===== src/rtl/flappy_pkg.sv =====
// Shared definitions for the Flappy VGA core: game-phase encoding, pipe count
// and default geometry used by the scroller, height table and renderer.
package flappy_pkg;

  localparam int NUM_PIPES   = 5;
  localparam int DEF_SPACING = 160;
  localparam int DEF_X_BASE  = 160;

  // One-hot so each Q_* output is a flop bit rather than a decode.
  typedef enum logic [2:0] {
    ST_INITIAL = 3'b001,
    ST_COUNT   = 3'b010,
    ST_STOP    = 3'b100
  } game_state_e;

  function automatic logic [2:0] mod5_next(input logic [2:0] v);
    return (v >= 3'(NUM_PIPES - 1)) ? 3'd0 : v + 3'd1;
  endfunction

endpackage


===== src/rtl/pipe_scroller_if.sv =====
// Game-control bundle between the frame/collision sources and the pipe scroller.
interface pipe_scroller_if;

  logic       frame_tick;
  logic       Start;
  logic       collide;
  logic [2:0] I;
  logic [2:0] IC;
  logic       Q_Initial;
  logic       Q_Count;
  logic       Q_Stop;
  logic [9:0] XEdge0;
  logic [9:0] XEdge1;
  logic [9:0] XEdge2;
  logic [9:0] XEdge3;
  logic [9:0] XEdge4;
  logic       pass_pulse;
  logic [9:0] score;

  modport master (
    output frame_tick, Start, collide,
    input  I, IC, Q_Initial, Q_Count, Q_Stop,
    input  XEdge0, XEdge1, XEdge2, XEdge3, XEdge4,
    input  pass_pulse, score
  );

  modport slave (
    input  frame_tick, Start, collide,
    output I, IC, Q_Initial, Q_Count, Q_Stop,
    output XEdge0, XEdge1, XEdge2, XEdge3, XEdge4,
    output pass_pulse, score
  );

endinterface


===== src/rtl/mod5_counter.sv =====
// Modulo-5 index counter used for the pipe index and the coin index.
module mod5_counter
  import flappy_pkg::*;
(
  input  logic       clk,
  input  logic       reset,
  input  logic       clr,
  input  logic       inc,
  output logic [2:0] out
);

  logic [2:0] out_d;
  logic [2:0] out_q;

  // NOTE: out_d is given its hold value first, so no path leaves it unassigned and no latch is inferred.
  always_comb begin
    out_d = out_q;
    if (clr) begin
      out_d = 3'd0;
    end else if (inc) begin
      out_d = mod5_next(out_q);
    end
  end

  // NOTE: state flops use non-blocking assignments so every flop samples pre-edge values.
  always_ff @(posedge clk) begin
    if (reset) begin
      out_q <= 3'd0;
    end else begin
      out_q <= out_d;
    end
  end

  assign out = out_q;

endmodule


===== src/rtl/pipe_scroller.sv =====
// Per-frame scroll offset, pipe/coin index rotation, score and game-phase FSM
// for the Flappy VGA core.
module pipe_scroller
  import flappy_pkg::*;
#(
  parameter int SPACING    = DEF_SPACING,
  parameter int X_BASE     = DEF_X_BASE,
  parameter int SPEED_MIN  = 1,
  parameter int SPEED_MAX  = 4,
  parameter int RAMP_SHIFT = 3
) (
  input  logic           clk,
  input  logic           reset,
  pipe_scroller_if.slave bus
);

  localparam logic [8:0]  SPACING_V   = 9'(SPACING);
  localparam logic [8:0]  HALF_V      = 9'(SPACING / 2);
  localparam logic [10:0] SPEED_MIN_V = 11'(SPEED_MIN);
  localparam logic [10:0] SPEED_MAX_V = 11'(SPEED_MAX);

  game_state_e state_d, state_q;
  logic        start_prev_q;
  logic [7:0]  off_d, off_q;
  logic [9:0]  score_d, score_q;
  logic        pass_d, pass_q;
  logic [9:0]  xedge_d [NUM_PIPES];
  logic [9:0]  xedge_q [NUM_PIPES];

  logic        start_rise;
  logic        advance;
  logic        clr_idx;
  logic        pipe_wrap;
  logic        coin_wrap;
  logic [10:0] speed_full;
  logic [8:0]  speed;
  logic [8:0]  sum;
  logic [2:0]  pipe_idx;
  logic [2:0]  coin_idx;

  function automatic logic [9:0] xedge_at(input int k, input logic [7:0] off);
    return 10'(X_BASE + k * SPACING) - {2'b00, off};
  endfunction

  // Each Start transition needs a fresh rising edge, so a held Start cannot chain.
  assign start_rise = bus.Start & ~start_prev_q;

  always_comb begin
    state_d   = state_q;
    off_d     = off_q;
    score_d   = score_q;
    pass_d    = 1'b0;
    advance   = 1'b0;
    clr_idx   = 1'b0;
    pipe_wrap = 1'b0;
    coin_wrap = 1'b0;

    speed_full = SPEED_MIN_V + {1'b0, (score_q >> RAMP_SHIFT)};
    speed      = (speed_full > SPEED_MAX_V) ? 9'(SPEED_MAX) : 9'(speed_full);
    sum        = {1'b0, off_q} + speed;

    case (state_q)
      ST_INITIAL: if (start_rise) state_d = ST_COUNT;
      ST_COUNT: begin
        // Collision wins over a coincident frame tick: stop without advancing.
        if (bus.collide)         state_d = ST_STOP;
        else if (bus.frame_tick) advance = 1'b1;
      end
      ST_STOP: begin
        if (start_rise) begin
          state_d = ST_INITIAL;
          clr_idx = 1'b1;
        end
      end
      default: begin
        state_d = ST_INITIAL;
        clr_idx = 1'b1;
      end
    endcase

    if (clr_idx) begin
      off_d   = 8'd0;
      score_d = 10'd0;
    end else if (advance) begin
      if (sum >= SPACING_V) begin
        off_d     = 8'(sum - SPACING_V);
        pipe_wrap = 1'b1;
        pass_d    = 1'b1;
        if (score_q != 10'h3FF) score_d = score_q + 10'd1;
      end else begin
        off_d     = sum[7:0];
        coin_wrap = ({1'b0, off_q} < HALF_V) && (sum >= HALF_V);
      end
    end

    for (int k = 0; k < NUM_PIPES; k++) begin
      xedge_d[k] = xedge_at(k, off_d);
    end
  end

  always_ff @(posedge clk) begin
    if (reset) begin
      state_q      <= ST_INITIAL;
      start_prev_q <= 1'b0;
      off_q        <= 8'd0;
      score_q      <= 10'd0;
      pass_q       <= 1'b0;
      // NOTE: the edge array is plain register state, so every entry is reset like any other flop.
      for (int k = 0; k < NUM_PIPES; k++) begin
        xedge_q[k] <= xedge_at(k, 8'd0);
      end
    end else begin
      state_q      <= state_d;
      start_prev_q <= bus.Start;
      off_q        <= off_d;
      score_q      <= score_d;
      pass_q       <= pass_d;
      for (int k = 0; k < NUM_PIPES; k++) begin
        xedge_q[k] <= xedge_d[k];
      end
    end
  end

  mod5_counter u_pipe_idx (
    .clk   (clk),
    .reset (reset),
    .clr   (clr_idx),
    .inc   (pipe_wrap),
    .out   (pipe_idx)
  );

  mod5_counter u_coin_idx (
    .clk   (clk),
    .reset (reset),
    .clr   (clr_idx),
    .inc   (coin_wrap),
    .out   (coin_idx)
  );

  assign bus.I          = pipe_idx;
  assign bus.IC         = coin_idx;
  assign bus.Q_Initial  = state_q[0];
  assign bus.Q_Count    = state_q[1];
  assign bus.Q_Stop     = state_q[2];
  assign bus.XEdge0     = xedge_q[0];
  assign bus.XEdge1     = xedge_q[1];
  assign bus.XEdge2     = xedge_q[2];
  assign bus.XEdge3     = xedge_q[3];
  assign bus.XEdge4     = xedge_q[4];
  assign bus.pass_pulse = pass_q;
  assign bus.score      = score_q;

endmodule


===== src/flat_wrapper.sv =====
// flat-port wrapper written by rule: the top's interface ports become plain ports
module pipe_scroller_flat import flappy_pkg::*;
#(
  parameter int SPACING    = DEF_SPACING,
  parameter int X_BASE     = DEF_X_BASE,
  parameter int SPEED_MIN  = 1,
  parameter int SPEED_MAX  = 4,
  parameter int RAMP_SHIFT = 3
)
  (clk, reset, bus_frame_tick, bus_Start, bus_collide, bus_I, bus_IC, bus_Q_Initial, bus_Q_Count, bus_Q_Stop, bus_XEdge0, bus_XEdge1, bus_XEdge2, bus_XEdge3, bus_XEdge4, bus_pass_pulse, bus_score);
  pipe_scroller_if bus_i ();
  input  logic clk;
  input  logic reset;
  input wire logic [$bits(bus_i.frame_tick)-1:0] bus_frame_tick;
  input wire logic [$bits(bus_i.Start)-1:0] bus_Start;
  input wire logic [$bits(bus_i.collide)-1:0] bus_collide;
  output wire logic [$bits(bus_i.I)-1:0] bus_I;
  output wire logic [$bits(bus_i.IC)-1:0] bus_IC;
  output wire logic [$bits(bus_i.Q_Initial)-1:0] bus_Q_Initial;
  output wire logic [$bits(bus_i.Q_Count)-1:0] bus_Q_Count;
  output wire logic [$bits(bus_i.Q_Stop)-1:0] bus_Q_Stop;
  output wire logic [$bits(bus_i.XEdge0)-1:0] bus_XEdge0;
  output wire logic [$bits(bus_i.XEdge1)-1:0] bus_XEdge1;
  output wire logic [$bits(bus_i.XEdge2)-1:0] bus_XEdge2;
  output wire logic [$bits(bus_i.XEdge3)-1:0] bus_XEdge3;
  output wire logic [$bits(bus_i.XEdge4)-1:0] bus_XEdge4;
  output wire logic [$bits(bus_i.pass_pulse)-1:0] bus_pass_pulse;
  output wire logic [$bits(bus_i.score)-1:0] bus_score;
  assign bus_i.frame_tick = bus_frame_tick;
  assign bus_i.Start = bus_Start;
  assign bus_i.collide = bus_collide;
  assign bus_I = bus_i.I;
  assign bus_IC = bus_i.IC;
  assign bus_Q_Initial = bus_i.Q_Initial;
  assign bus_Q_Count = bus_i.Q_Count;
  assign bus_Q_Stop = bus_i.Q_Stop;
  assign bus_XEdge0 = bus_i.XEdge0;
  assign bus_XEdge1 = bus_i.XEdge1;
  assign bus_XEdge2 = bus_i.XEdge2;
  assign bus_XEdge3 = bus_i.XEdge3;
  assign bus_XEdge4 = bus_i.XEdge4;
  assign bus_pass_pulse = bus_i.pass_pulse;
  assign bus_score = bus_i.score;
  pipe_scroller #(.SPACING(SPACING), .X_BASE(X_BASE), .SPEED_MIN(SPEED_MIN), .SPEED_MAX(SPEED_MAX), .RAMP_SHIFT(RAMP_SHIFT)) u_core (.clk(clk), .reset(reset), .bus(bus_i));
endmodule

===== config.mk =====
export PLATFORM = sky130hd
export DESIGN_NAME = pipe_scroller_flat
export DESIGN_NICKNAME = d
export VERILOG_FILES = /design/src/rtl/flappy_pkg.sv /design/src/rtl/pipe_scroller_if.sv /design/src/rtl/mod5_counter.sv /design/src/rtl/pipe_scroller.sv /design/src/flat_wrapper.sv
export SDC_FILE = /design/constraint.sdc
export NUM_CORES = 1
export LEC_CHECK = 0
export ABC_AREA = 0
export BUFFER_PORTS_ARGS = -buffer_cell sky130_fd_sc_hd__buf_2
export CAP_MARGIN = 20
export CORE_MARGIN = 2
export CORE_UTILIZATION = 50
export CTS_CLUSTER_DIAMETER = 80
export DETAILED_ROUTE_END_ITERATION = 10
export GPL_ROUTABILITY_DRIVEN = 0
export PLACE_DENSITY = 0.74
export SLEW_MARGIN = 40
export SYNTH_ARGS = -nofsm -noshare
export SYNTH_HDL_FRONTEND = slang
export SYNTH_SLANG_ARGS = --single-unit

===== constraint.sdc =====
create_clock -name clk -period 5 [get_ports clk]
set_input_delay 0.5 -clock clk [delete_from_list [all_inputs] [get_ports clk]]
set_output_delay 0.5 -clock clk [all_outputs]
set_load 0.01 [all_outputs]

==> reports/metrics.csv <==
stage;metric;value;unit
run_status;run status;finished, final reports clean;
flow_run;Max-Cap Viols;0;
logic_synthesis;Top FF cell, synth;dfxtp_1;
critical_path;WP data arrival;4.91;ns
clock_network;# resized after CTS;0;
die;I/O pins;75;
timing;Peak Freq;213.2;MHz
power;LEAKAGE;1.458;nW
critical_path;CP cell instances;ha_1, nand2b_1, mux2i_1, nand3_1, nor2_1, ha_1, fa_1, a211oi_4, o21ai_2, xnor2_2, ha_1, inv_1, a22oi_1, o311a_1, o31ai_4, a21oi_2, or3b_2, a21o_1;
detailed_routing;Final ANT Viol Nets;0;
clock_network;Clk Latency, worst-skew pair;0.31;ns
detailed_routing;DR DRC count;0;
logic_synthesis;register bit total from synthesis;50;
logic_synthesis;syn avg cell area;8.877;sq um
power;VDD IR max;0.1373;mV
critical_path;Worst Path Required;5.22;ns
detailed_routing;first-pass detailed-route iteration total;4;
clock_network;CTS max path bufs;2;
logic_synthesis;Synth area leader;dfxtp_1;
timing;setup-violating endpoint count in the final report;0;
logic_synthesis;Unique masters post-synth;66;
die;Initial Util;0.5128;
timing;final period utilization;0.9382;
die;Core ar.;0.005851;sq mm
timing;actual slew at the worst max-slew pin;0.7420;ns
global_route;largest net degree at the start of global routing;25;
critical_path;Crit Path Class;reg -> reg;
timing;Setup TNS;0;ns
timing;skew final;0.005973;ns
critical_path;crit-path max FO;12;
logic_synthesis;Synth Instances;338;
die;die area;0.006637;sq mm
logic_synthesis;top cell type's share of synthesized area;0.3336;
min_path;Hold Crit Class;in -> reg;
global_route;grt ovf;0;
logic_synthesis;asr flop ratio synth;0;
global_route;initial antenna violation count;0;
critical_path;crit path capture type;register;
clock_network;root buf cell;clkbuf_8;
timing;fin crit period;4.691;ns
final_layout;antenna cells;0;
critical_path;Critical Path Most Common Cell;ha_1;
die;die width;81.47;microns
power;Pwr Density;230.6;mW/mm^2
logic_synthesis;Yosys Warn Count;0;
final_layout;share of cells above drive strength 1;0.2637;
logic_synthesis;Seq/Total Area, Yosys;0.3336;
critical_path;Largest stage delay, worst path;0.51;ns
timing;RSZ-0062 raised after global routing;false;
die;Die H;81.47;microns
detailed_routing;vias per cell;5.314;
clock_network;Num CTS Buffers;5;
global_route;number of global-route vias before repair;2115;
final_layout;final core occ;0.5693;
logic_synthesis;top cells by area, synth;dfxtp_1 33%, ha_1 7.9%, buf_4 7.3%;
clock_network;# hold bufs at CTS;0;
global_route;GRT Overall Usage;0.1837;
clock_network;H-tree depth;2;
clock_network;clk sink count;50;
global_route;first-pass GRT wire length;9563;microns
timing;Slew HR;0.5001;
clock_network;postcts setup bufs;0;
critical_path;CP Launch Type;register;
die;Row Count;28;
clock_network;CTS clk-pin slew, worst paths;0.09;ns
final_layout;NumNets Final;407;
detailed_routing;wire per inst;12.75;microns
timing;Final Hold Violating Endpoints;0;
critical_path;Crit-path slowest cell;or3b_2;
final_layout;Storage cell area;0.001001;sq mm
final_layout;Area Overhead vs Synth;11.01;%
detailed_routing;vias post-DR;2434;
final_layout;number of fill cells;537;
final_layout;area of the multi-input gates;0.001718;sq mm
placed_design;Final HPWL DP;4462;microns
placed_design;port buffer count;71;
detailed_routing;Routed WL;5838;microns
logic_synthesis;post-synthesis cell area;0.003000;sq mm
clock_network;TritonCTS clock tree;yes;
detailed_routing;DRT iter0 DRCs;147;
timing;Max Slew Vio Count;0;
logic_synthesis;EDFF count, synth;0;
[power by group]
part | switching [mW] | internal [mW]
clock | 0.141 | 0.152
combinational | 0.0472 | 0.0231
sequential | 0.00309 | 0.401
[critical path: cells and delay by family (launching register included)]
kind | cells | cell delay, ns
XOR/XNOR | 1 | 0.24
AND/OR/NAND/NOR | 4 | 0.79
multiplexers | 1 | 0.08
AO/OA/AOI/OAI | 7 | 1.69
buffers and inverters | 1 | 0.06
adder cells (fa/ha/maj) | 4 | 1.22
flip-flops | 1 | 0.50
[Yosys cell counts (all sizes together), types with 2 or more instances]
library cell,count
conb,2
o21bai,2
a31oi,2
o31ai,4
a311oi,2
ha,19
nand2,19
a21oi,19
mux2i,9
a22oi,2
nand3,7
and3,3
buf,32
a21o,3
xor2,9
or2,2
clkbuf,8
nor4,5
o21a,2
inv,11
mux2,2
nor3,14
o2bb2ai,2
nand4b,2
nand4,3
o211ai,2
nand3b,3
o21ai,11
or3,7
xnor2,8
nor2b,7
nand2b,8
dfxtp,50
a211oi,4
nor2,38
[cell type report]
cell class / instances / area share
tap: 75 / 0.02817
inverter: 12 / 0.01352
clock buffer: 5 / 0.02066
multi-input combinational: 242 / 0.5158
timing repair buffer: 71 / 0.1067
sequential: 50 / 0.3005
clock inverter: 3 / 0.01465
[cell families after synthesis]
family | Yosys count | synth area share
AOI/OAI and AO/OA | 63 | 0.1635
xor gates and xnor gates | 17 | 0.05463
adders and majority gates | 20 | 0.08591
buffers and inverters | 52 | 0.1022
DFF | 50 | 0.3336
muxes | 11 | 0.03878
other | 2 | 0.002503
and+or+nand+nor | 123 | 0.2189
[metrics by stage]
| step | setup slack (ns) | cells | hold slack (ns) | area, sq um | total power, mW |
|---|---|---|---|---|---|
| floorplan | 0.7628 | 344 | 0.5032 | 3023 | 0.4701 |
| global placement | 0.5396 | 450 | 0.4730 | 3211 | 0.4818 |
| detailed placement | 0.3879 | 450 | 0.4853 | 3211 | 0.4832 |
| CTS | 0.3484 | 458 | 0.4209 | 3328 | 0.7762 |
| global route | 0.05334 | 458 | 0.4213 | 3331 | 0.8032 |
| finish | 0.3088 | 458 | 0.4171 | 3331 | 0.7681 |
[state kept, by name, indices dropped and copies added, names as in the netlist]
register and cells:
u_core.xedge_q 21, u_core.bus.score 10, u_core.off_q 8, u_core.state_q 3, u_core.u_coin_idx.out 3, u_core.u_pipe_idx.out 3
u_core.bus.pass_pulse 1, u_core.start_prev_q 1
[worst paths after layout]
check / from / endpoint / slack, ns / cells past startpoint
hold reg to reg: u_core.state_q[2]$_SDFFE_PP0P_ / u_core.state_q[1]$_SDFFE_PP0P_ / 0.50 / 1
setup reg to reg: u_core.bus.score[3]$_SDFFE_PP0P_ / u_core.xedge_q[0][26]$_SDFF_PP1_ / 0.31 / 18
setup / recovery: u_core.bus.score[3]$_SDFFE_PP0P_ / u_core.xedge_q[0][26]$_SDFF_PP1_ / 0.31 / 18
hold / removal: bus_Start / u_core.start_prev_q$_SDFF_PP0_ / 0.42 / 2
[placed cells by master (no fill, tap or decap), types with 8 or more instances in the layout]
cell type / n
a21oi_1: 17
nand2_1: 19
mux2i_1: 9
nor2_1: 38
o21ai_0: 10
conb_1: 8
nor3_1: 13
xor2_1: 8
buf_2: 71
dfxtp_1: 50
inv_1: 9
ha_1: 19
[layer usage]
metal,track usage,vias up,routed length (microns)
li1,-,1232,-
met5,0,-,0
met1,0.2347,1133,2617
met2,0.3025,62,2867
met3,0.04396,7,265
met4,0.06441,0,88
(Power assumes the default switching activity.)
